$ cat src/rtl/frame_sync_gate.sv
// rtl/frame_sync_gate.sv - multi-channel gate re-timing request/done onto VGA frame boundaries
// Each channel starts, stops and reports completion only at a VSYNC edge of the chosen polarity.
module frame_sync_gate #(
  parameter int NUM_CH     = 4,
  parameter int MIN_FRAMES = 1,
  parameter int VS_POL     = 1,
  parameter int FCW        = 16
) (
  input  logic              i_clk,
  input  logic              i_rst_n,
  input  logic              i_VGA_VSYNC,
  input  logic              i_flush,
  input  logic [NUM_CH-1:0] i_req,
  input  logic [NUM_CH-1:0] i_done,
  output logic [NUM_CH-1:0] o_active,
  output logic [NUM_CH-1:0] o_done,
  output logic              o_frame_tick,
  output logic [FCW-1:0]    o_frame_cnt
);

  localparam int             RCW     = $clog2(MIN_FRAMES + 1);
  localparam logic [RCW:0]   MIN_RUN = (RCW + 1)'(MIN_FRAMES);
  localparam logic [RCW-1:0] RUN_SAT = RCW'(MIN_FRAMES);

  typedef enum logic [1:0] {
    ST_IDLE = 2'd0,
    ST_ARM  = 2'd1,
    ST_RUN  = 2'd2
  } state_t;

  logic vs;
  logic vs_d;
  logic tick;

  assign vs   = (VS_POL != 0) ? i_VGA_VSYNC : ~i_VGA_VSYNC;
  assign tick = vs & ~vs_d;

  // vs_d resets high so an already-active VSYNC at reset release is not a boundary
  always_ff @(posedge i_clk or negedge i_rst_n) begin
    if (!i_rst_n) begin
      vs_d         <= 1'b1;
      o_frame_tick <= 1'b0;
      o_frame_cnt  <= '0;
    end else begin
      vs_d         <= vs;
      o_frame_tick <= tick;
      if (tick) begin
        o_frame_cnt <= o_frame_cnt + 1'b1;
      end
    end
  end

  for (genvar ch = 0; ch < NUM_CH; ch++) begin : g_ch
    state_t         state;
    logic [RCW-1:0] run_cnt;
    logic           done_pend;
    logic           active_q;
    logic           done_q;
    logic [RCW:0]   run_next;
    logic           run_done;

    assign run_next     = {1'b0, run_cnt} + 1'b1;
    assign run_done     = ~i_req[ch] && (run_next >= MIN_RUN);
    assign o_active[ch] = active_q;
    assign o_done[ch]   = done_q;

    always_ff @(posedge i_clk or negedge i_rst_n) begin
      if (!i_rst_n) begin
        state     <= ST_IDLE;
        run_cnt   <= '0;
        done_pend <= 1'b0;
        active_q  <= 1'b0;
        done_q    <= 1'b0;
      end else if (i_flush) begin
        state     <= ST_IDLE;
        run_cnt   <= '0;
        done_pend <= 1'b0;
        active_q  <= 1'b0;
        done_q    <= 1'b0;
      end else begin
        case (state)
          ST_IDLE: begin
            if (i_req[ch]) begin
              done_q    <= 1'b0;
              done_pend <= 1'b0;
              run_cnt   <= '0;
              if (tick) begin
                state    <= ST_RUN;
                active_q <= 1'b1;
              end else begin
                state <= ST_ARM;
              end
            end
          end
          // request is latched: a dropped i_req here still starts at the next boundary
          ST_ARM: begin
            if (tick) begin
              state    <= ST_RUN;
              active_q <= 1'b1;
              run_cnt  <= '0;
            end
          end
          ST_RUN: begin
            if (tick) begin
              if (done_pend || i_done[ch]) begin
                done_q <= 1'b1;
              end
              done_pend <= 1'b0;
              if (run_done) begin
                state    <= ST_IDLE;
                active_q <= 1'b0;
                run_cnt  <= '0;
              end else if (run_cnt != RUN_SAT) begin
                run_cnt <= run_cnt + 1'b1;
              end
            end else if (i_done[ch]) begin
              done_pend <= 1'b1;
            end
          end
          default: begin
            state    <= ST_IDLE;
            active_q <= 1'b0;
          end
        endcase
      end
    end
  end

endmodule

$ cat config.mk
export PLATFORM = sky130hd
export DESIGN_NAME = frame_sync_gate
export DESIGN_NICKNAME = d
export VERILOG_FILES = /design/src/rtl/frame_sync_gate.sv
export SDC_FILE = /design/constraint.sdc
export NUM_CORES = 1
export LEC_CHECK = 0
export ABC_AREA = 0
export BUFFER_PORTS_ARGS = -buffer_cell sky130_fd_sc_hd__buf_4
export CORE_ASPECT_RATIO = 2
export CORE_MARGIN = 3
export CORE_UTILIZATION = 40
export CTS_BUF_LIST = sky130_fd_sc_hd__clkbuf_4
export CTS_CLUSTER_SIZE = 28
export DETAILED_ROUTE_END_ITERATION = 10
export GPL_TIMING_DRIVEN = 0
export PLACE_DENSITY = 0.58
export SLEW_MARGIN = 30
export SYNTH_ARGS = -nofsm -noshare
export SYNTH_HDL_FRONTEND = slang
export SYNTH_SLANG_ARGS = --single-unit
$ cat constraint.sdc
create_clock -name i_clk -period 1.6 [get_ports i_clk]
set_clock_uncertainty 0.05 [all_clocks]
set_input_delay 0.16 -clock i_clk [delete_from_list [all_inputs] [get_ports i_clk]]
set_output_delay 0.16 -clock i_clk [all_outputs]
set_load 0.02 [all_outputs]
After elaboration in Yosys (flattened, before gate mapping). Index checks and enable logic that the tools add are counted.

Bits in registers: 42. Bits of input ports: 12. Output and inout bits: 25. Word-level logic and storage cells: 217.

Add/sub/neg operators: 9. $lt $le $gt $ge: 4. Eq/ne operators: 32. Mux-type cells: 103. Bitwise operators: 6. Reduce and logical (&&, ||, !) cells: 40.

Operators by type and width (count): $mux 1 (65); $ne 3x3->1 const B (20); $reduce_and 4->1 (12); $mux 2 (18); $pmux 1 s3 (8); $pmux 2 s3 (4); $reduce_and 3->1 (8); $add 16x1->16 const B (1); $ne 4x4->1 const B (4); $pmux 1 s2 (8); $reduce_bool 4->1 (4); $reduce_bool 3->1 (4); $add 1x1->2 const B (4); $eq 2x1->1 const B (4); $eq 2x2->1 const B (4); $ge 2x1->1 const B (4); $logic_not 2->1 (4); $not 1->1 (5); $add 1x1->1 const B (4); $logic_and 1x1->1 (4); $logic_or 1x1->1 (4); $and 1x1->1 (1).

Logic depth before layout (Yosys ltp). Gate-level depths: netlist (run 1).

Depth after elaboration: 7. Mapped depth: 6.

Worst setup path after synthesis (run 1). OpenSTA, ideal clock, no wires.

Path kind: reg2reg. From: register o_frame_cnt[2]. To: register o_frame_cnt[15]. Arrival time: 1.356 ns. Path slack: 0.114 ns. Stages on the path, launching flop included: 5. Path buffers: 0. Clock period less this slack: 1.486 ns. Path through: dfrtp_1 and4b_4 nand4_4 nor4_4 xor2_1.

Longest elaborated chain between the ends: 1.

RTL lines: start: declaration (line 18) `output logic [FCW-1:0] o_frame_cnt`; start signal: assignment (line 48) `o_frame_cnt <= o_frame_cnt + 1'b1;`; $add 16x1->16 (line 48).

No other way between the ends. A chain may end at the register's enable or synchronous reset.

Worst setup path in the final report (run 1).
From: input port i_VGA_VSYNC. To: register o_frame_cnt[15].

Longest elaborated chain between the ends: 1.

RTL lines: start: declaration (line 11) `input logic i_VGA_VSYNC,`; $and 1x1->1 (line 36) `assign tick = vs & ~vs_d;`.

No other way between the ends.

==> impl_summary.txt, run 1 <==
----------------------------------------------------
[Run status]
  Run status ... finished clean

[STA]
  Slew HR ... 63.8%
  Final period utilization ... 94.7%
  Slew at the pin closest to its max-slew limit ... 543 ps
  Final hold slack ... 37.5 ps
  Setup repair after global routing missed its margin ... false
  Upper clock frequency limit ... 0.660 GHz
  Final Hold Fails ... 0
  Setup violators final ... 0
  Period minus WS final ... 1520 ps
  Final max-slew violation count ... 0
  Summed negative setup slack over all endpoints ... 0 ps

[Clocking]
  Clk pin slew, worst setup/hold paths ... 120 ps
  Number of buffers added for setup after CTS ... 0
  Buffer cell driving the clock tree root ... sky130_fd_sc_hd__clkbuf_4
  Max H-tree Level ... 2
  Num CTS Buffers ... 5
  Clock latency on the worst-skew pair ... 340 ps
  Clock sink total ... 38
  Buffer depth of the longest clock path ... 2
  CTS tree ... built

[Detailed routing]
  Wire length reported by the detailed router ... 4020 um
  Wire length per cell ... 14.2 um
  Number of antenna-violating nets in the routed design ... 0
  Total vias in the final route ... 1470
  DRC violation count after routing ... 0
  Via density per instance ... 5.19
  Number of DRC markers in iteration 0 ... 16
  Number of detailed-route iterations in the first pass ... 4

[Hold path]
  Hold path cells ... 3
  Hold Path Origin ... i_done[2]
  Hold Crit Class ... input port to flip-flop
  Min-Delay Endpoint ... g_ch[2].done_pend

[Yosys]
  Synthesized Nets ... 197
  Largest area contributor in the netlist ... sky130_fd_sc_hd__dfrtp_1
  Synthesized area ... 0.00183 sq mm
  Share of the yosys chip area belonging to registers ... 52.0%
  Number of synthesized register bits ... 38
  Most frequently used cell type in the post-synthesis netlist ... sky130_fd_sc_hd__dfrtp_1
  Leading post-synthesis cells by cell area ... sky130_fd_sc_hd__dfrtp_1 (51%), sky130_fd_sc_hd__a21oi_1 (4.4%), sky130_fd_sc_hd__xnor2_1 (4.3%)
  Synthesized netlist cell count ... 184
  Number of flops mapped to enable cells by yosys ... 0
  Top post-synthesis cells by count ... sky130_fd_sc_hd__dfrtp_1 (37), sky130_fd_sc_hd__nor2_1 (17), sky130_fd_sc_hd__a21oi_1 (16)
  Top-area cell type share of the netlist area ... 50.6%
  Warning count from the yosys run ... 0
  Most used DFF post-synth ... sky130_fd_sc_hd__dfrtp_1
  Number of distinct standard cells referenced by the synthesized netlist ... 31
  Avg Inst Size Synth ... 9.95 sq um
  Post-synthesis async set-or-reset flop share ... 100%

[Floorplanning]
  Overall die width ... 53.8 um
  Initial core utilization ... 41.8%
  Total number of placement rows ... 34
  Die area ... 0.00547 sq mm
  Boundary pin count ... 37
  Area of the core ... 0.00438 sq mm
  Die Y ... 102 um

[Placement]
  Instance area after placement ... 0.00216 sq mm
  IO buf count ... 35
  Placed Cells incl. Taps ... 273
  Final GP Congestion ... 0.798
  HPWL reported at the end of detailed placement ... 3020 um

[Global route]
  Wire length of the first global-routing pass ... 6660 um
  Largest net degree at the start of global routing ... 39
  Number of global-route vias before repair ... 1498
  Number of antenna violations at the first check in global routing ... 0
  Remaining global-route overflow ... 0
  GRT Total Usage ... 16.4%

[Final layout]
  Layout cell share with drive strength beyond 1 ... 26.2%
  Final-stage net count ... 241
  Area growth syn-to-layout ... 22.3%
  Post-Layout Cell Count ... 283
  Post-route standard cell area excluding fillers ... 0.00224 sq mm
  N_diodes ... 0

[Critical path]
  RR Startpoint ... vs_d
  Flop2flop setup slack ... 90 ps
  Kind of start point of the critical path ... input port
  Worst r2r path cells ... 4
  Endpoint kind of the worst setup timing path ... flip-flop
  Critical Path AT ... 1740 ps
  Data required time at the worst endpoint ... 1820 ps
  CP max FO ... 6
  Worst setup path class ... input port to flip-flop
  Reg-to-Reg End ... o_frame_cnt[15]

[Power and ir drop]
  Leakage ... 1.07 nW
  Overall power of the completed layout ... 0.00215 W
  Pwr per Cell Area ... 962 mW/mm^2
  Peak ir drop on the vdd network ... 0.620 mV

[Run]
  Max Cap Viol ... 0

----------------------------------------------------
flip-flops by register name (all words and copies together) (netlist names):
signal,flops
vs_d,1
o_frame_tick,1
g_ch.done_pend,4
o_frame_cnt,16
g_ch.done_q,4
g_ch.active_q,4
g_ch.state,8
how the worst max path moves through the flow:
stage / from / end / cells after the start
global route: i_VGA_VSYNC / g_ch[3].done_q / 8
floorplan: o_frame_cnt[2] / o_frame_cnt[15] / 4
detailed placement: vs_d / g_ch[0].active_q / 6
CTS: vs_d / g_ch[0].active_q / 6
global placement: vs_d / g_ch[0].active_q / 6
finish: i_VGA_VSYNC / o_frame_cnt[15] / 6
critical path: stages:
cell                            delay [ps]
sky130_fd_sc_hd__dlygate4sd3_1         530
sky130_fd_sc_hd__buf_4                 130
sky130_fd_sc_hd__and4b_4               270
sky130_fd_sc_hd__nand4_4               170
sky130_fd_sc_hd__nor4_4                290
sky130_fd_sc_hd__xor2_1                180
layer usage:
layer / share of wire [%] / GRT usage [%] / vias to the layer above / routed length (um)
li1: - / - / 709 / -
met1: 37 / 16.5 / 716 / 1490
met2: 56 / 29.3 / 34 / 2250
met3: 4.3 / 3.68 / 11 / 172
met4: 2.8 / 8.66 / 0 / 111
met5: 0 / 0 / - / 0
layout make-up:
type	count	area, sq um
fillers	406	2140
inverters	11	41.3
multi-input cells	123	757
plain buffers	12	83.8
well taps	54	67.6
clock inverters	2	8.76
flip-flops and latches	38	952
clock buffers	6	45.0
repair buffers	37	283
report_power, final:
part	leakage, nW	internal (W)	switching (W)
Combinational	0.534	0.000220	0.000254
Sequential	0.499	0.00105	0.000135
Clock	0.0331	0.000182	0.000313
metrics by stage:
| step | setup WS (ps) | utilization [%] |
|---|---|---|
| 2_1_floorplan | 114 | - |
| 3_3_place_gp | 90.1 | 49.3 |
| 3_5_place_dp | 48.5 | 49.3 |
| 4_1_cts | 44.5 | 51.0 |
| 5_1_grt | 5.95 | 51.1 |
| 6_report | 84.3 | 51.1 |
cell families (layout without fill, tap and decap cells):
group	Yosys count	after routing	synth area share, %
and+or+nand+nor	68	68	21.5
AOI/OAI and AO/OA	39	39	12.0
DFF	38	38	52.0
buffers and inverters	23	68	6.63
xor gates and xnor gates	15	15	7.18
adders and majority gates	1	1	0.683
placed cells by master, fill, tap and decap left out, types with 2 or more instances in the layout:
cell / count
sky130_fd_sc_hd__buf_4: 43
sky130_fd_sc_hd__dfrtp_1: 37
sky130_fd_sc_hd__nor2_1: 17
sky130_fd_sc_hd__a21oi_1: 16
sky130_fd_sc_hd__nand2_1: 14
sky130_fd_sc_hd__o21ai_0: 14
sky130_fd_sc_hd__nor3_1: 12
sky130_fd_sc_hd__inv_1: 11
sky130_fd_sc_hd__xnor2_1: 9
sky130_fd_sc_hd__nand2b_1: 6
sky130_fd_sc_hd__xor2_1: 6
sky130_fd_sc_hd__clkbuf_4: 6
sky130_fd_sc_hd__nand3_1: 3
sky130_fd_sc_hd__or3_1: 2
sky130_fd_sc_hd__clkbuf_1: 2
sky130_fd_sc_hd__nand4_4: 2
sky130_fd_sc_hd__nand4_1: 2
sky130_fd_sc_hd__or2_2: 2
sky130_fd_sc_hd__nor3b_1: 2
sky130_fd_sc_hd__nor2b_1: 2
sky130_fd_sc_hd__o32ai_1: 2
sky130_fd_sc_hd__o211ai_1: 2
sky130_fd_sc_hd__a211oi_1: 2
sky130_fd_sc_hd__dlygate4sd3_1: 2
timing repair:
item | 4_1_cts | 5_1_grt
resized for setup | 0 | 2
endpoints found under the setup margin | 0 | 6
endpoints found under the hold margin | 38 | 0
hold buffers | 2 | 0
(Power assumes the default switching activity.)
==> run 2, diff against run 1 <==
--- a/config.mk
+++ b/config.mk
@@ -15,6 +15,7 @@
 export DETAILED_ROUTE_END_ITERATION = 10
 export GPL_TIMING_DRIVEN = 0
 export PLACE_DENSITY = 0.58
+export RECOVER_POWER = 100
 export SLEW_MARGIN = 30
 export SYNTH_ARGS = -nofsm -noshare
 export SYNTH_HDL_FRONTEND = slang
==> impl_summary.txt, run 2 (synthesis results as in run 1) <==
----------------------------------------------------
[Critical path]
  Reg-to-Reg End ... g_ch[1].active_q (was o_frame_cnt[15])
  Critical Path AT ... 1730 ps (was 1740 ps)
  RR Startpoint ... vs_d (unchanged)
  Endpoint kind of the worst setup timing path ... flip-flop (unchanged)
  Worst setup path class ... input port to flip-flop (unchanged)
  Crit path cell chain ... dlygate4sd3_1, buf_4, and4b_4, nand4_4, nor4_4, xor2_1 (unchanged)
  Kind of start point of the critical path ... input port (unchanged)
  Crit path largest cell delay ... 530 ps (about the same)
  Worst r2r path cells ... 6 (was 4)
  Family with the most delay on the worst path ... simple AND/OR/NAND/NOR gates (unchanged)
  Flop2flop setup slack ... 90 ps (about the same)
  Buffering stage count on the worst path with inverters included ... 2 (unchanged)
  Data required time at the worst endpoint ... 1820 ps (about the same)
  Master of the slowest instance on the critical path ... sky130_fd_sc_hd__dlygate4sd3_1 (unchanged)
  CP max FO ... 6 (unchanged)

[Detailed routing]
  Number of antenna-violating nets in the routed design ... 0 (unchanged)
  Via density per instance ... 5.16 (was 5.19)
  Number of detailed-route iterations in the first pass ... 4 (unchanged)
  DRC violation count after routing ... 0 (unchanged)
  Wire length reported by the detailed router ... 4060 um (was 4020 um)
  Number of DRC markers in iteration 0 ... 24 (was 16)
  Total vias in the final route ... 1461 (was 1470)
  Wire length per cell ... 14.4 um (was 14.2 um)

[STA]
  Slew at the pin closest to its max-slew limit ... 947 ps (was 543 ps)
  Setup violators final ... 0 (unchanged)
  Final hold slack ... 38.7 ps (was 37.5 ps)
  Final max-slew violation count ... 0 (unchanged)
  Slew HR ... 36.9% (was 63.8%)
  Final Hold Fails ... 0 (unchanged)
  Final period utilization ... 94.7% (about the same)
  Upper clock frequency limit ... 0.660 GHz (about the same)
  Setup repair after global routing missed its margin ... false (unchanged)
  Period minus WS final ... 1520 ps (about the same)
  Summed negative setup slack over all endpoints ... 0 ps (unchanged)

[Power and ir drop]
  Overall power of the completed layout ... 0.00210 W (was 0.00215 W)
  Pwr per Cell Area ... 975 mW/mm^2 (was 962 mW/mm^2)
  Leakage ... 0.972 nW (was 1.07 nW)
  Peak ir drop on the vdd network ... 0.620 mV (about the same)

[Placement]
  Placed Cells incl. Taps ... 273 (unchanged)
  IO buf count ... 35 (unchanged)
  Final GP Congestion ... 0.798 (unchanged)
  HPWL reported at the end of detailed placement ... 3020 um (unchanged)

[Clocking]
  Number of buffers added for setup after CTS ... 0 (unchanged)
  Clock sink total ... 38 (unchanged)
  Clock latency on the worst-skew pair ... 340 ps (about the same)
  Buffer depth of the longest clock path ... 2 (unchanged)
  Buffer cell driving the clock tree root ... sky130_fd_sc_hd__clkbuf_4 (unchanged)
  CTS tree ... built (unchanged)
  Max H-tree Level ... 2 (unchanged)
  Num CTS Buffers ... 5 (unchanged)
  Clk pin slew, worst setup/hold paths ... 120 ps (about the same)

[Floorplanning]
  Boundary pin count ... 37 (unchanged)
  Area of the core ... 0.00438 sq mm (unchanged)
  Die Y ... 102 um (unchanged)
  Overall die width ... 53.8 um (unchanged)
  Die area ... 0.00547 sq mm (unchanged)
  Total number of placement rows ... 34 (unchanged)
  Initial core utilization ... 41.8% (unchanged)

[Hold path]
  Min-Delay Endpoint ... g_ch[2].done_pend (unchanged)
  Hold Path Origin ... i_done[2] (unchanged)
  Hold path cells ... 3 (unchanged)
  Hold Crit Class ... input port to flip-flop (unchanged)

[Global route]
  Remaining global-route overflow ... 0 (unchanged)
  Number of global-route vias before repair ... 1498 (unchanged)
  GRT Total Usage ... 16.4% (unchanged)
  Largest net degree at the start of global routing ... 39 (unchanged)
  Number of antenna violations at the first check in global routing ... 0 (unchanged)
  Wire length of the first global-routing pass ... 6660 um (unchanged)

[Final layout]
  Area growth syn-to-layout ... 17.4% (was 22.3%)
  N_diodes ... 0 (unchanged)
  Largest register by flop count ... o_frame_cnt (unchanged)
  Most frequent cells in the layout ... sky130_fd_sc_hd__dfrtp_1 (37), sky130_fd_sc_hd__clkbuf_1 (25), sky130_fd_sc_hd__nor2_1 (17), sky130_fd_sc_hd__buf_4 (17), sky130_fd_sc_hd__a21oi_1 (16) (was sky130_fd_sc_hd__buf_4 (43), sky130_fd_sc_hd__dfrtp_1 (37), sky130_fd_sc_hd__nor2_1 (17), sky130_fd_sc_hd__a21oi_1 (16))
  Largest register FFs ... 16 (unchanged)
  Final design utilization ... 49.1% (was 51.1%)
  Layout cell share with drive strength beyond 1 ... 16.2% (was 26.2%)
  Post-Layout Cell Count ... 283 (unchanged)
  Final-stage net count ... 241 (unchanged)
  Number of inserted filler cells in the final layout ... 431 (was 406)
  Top Registers ... o_frame_cnt: 16 flops, g_ch.state: 8 flops (unchanged)
  Leading cell type in the layout, fill and taps excluded ... sky130_fd_sc_hd__dfrtp_1 (was sky130_fd_sc_hd__buf_4)

[Run]
  Max Cap Viol ... 0 (unchanged)

[Run status]
  Run status ... finished clean (unchanged)

----------------------------------------------------
[run 2: changes by cell type in the layout (fill, tap and decap cells not counted), sizes merged]
cell	previous run	this run
buf	45	19
clkbuf	8	34
[run 2: tightest hold or removal path: stages]
cell                      delay, ps
sky130_fd_sc_hd__buf_4          110
sky130_fd_sc_hd__nand2_1         50
sky130_fd_sc_hd__o32ai_1         70
[run 2: layout make-up]
class / instances / area [sq um] / area share (%)
inverters: 11 / 41.3 / 1.92
plain buffers: 12 / 83.8 / 3.90
clock inverters: 2 / 8.76 / 0.407
repair buffers: 37 / 194 / 9.02
multi-input cells: 123 / 757 / 35.2
well taps: 54 / 67.6 / 3.14
clock buffers: 6 / 45.0 / 2.10
flip-flops and latches: 38 / 952 / 44.3
[run 2: worst max-delay path by stage]
stage | cells after the start | from | slack (ps) | end
2_1_floorplan | 4 | o_frame_cnt[2] | 110 | o_frame_cnt[15]
3_3_place_gp | 6 | vs_d | 90 | g_ch[0].active_q
3_5_place_dp | 6 | vs_d | 50 | g_ch[0].active_q
4_1_cts | 6 | vs_d | 40 | g_ch[0].active_q
5_1_grt | 8 | i_VGA_VSYNC | 6 | g_ch[3].done_q
6_report | 6 | i_VGA_VSYNC | 80 | o_frame_cnt[15]
[run 2: report_power, final]
group | total, W | switching [W] | leakage [nW] | internal, W
clock | 0.000496 | 0.000313 | 0.0331 | 0.000182
sequential | 0.00118 | 0.000133 | 0.499 | 0.00105
combinational | 0.000418 | 0.000255 | 0.440 | 0.000164
[run 2: routing by layer]
metal,track usage [%],wire (um),vias to the layer above
li1,-,-,708
met1,16.5,1530,716
met2,29.3,2290,32
met3,3.68,174,5
met4,8.66,61,0
met5,0,0,-
[run 2: repair_timing]
action                                  CTS  global route
endpoints found under the hold margin    38             0
resized for setup                         0             2
hold buffers                              2             0
endpoints found under the setup margin    0             6
[run 2: through the flow]
step	setup slack [ps]	area (sq um)
3_3_place_gp	90.1	2160
4_1_cts	44.5	2230
2_1_floorplan	114	1830
3_5_place_dp	48.5	2160
6_report	84.9	2150
5_1_grt	5.95	2150
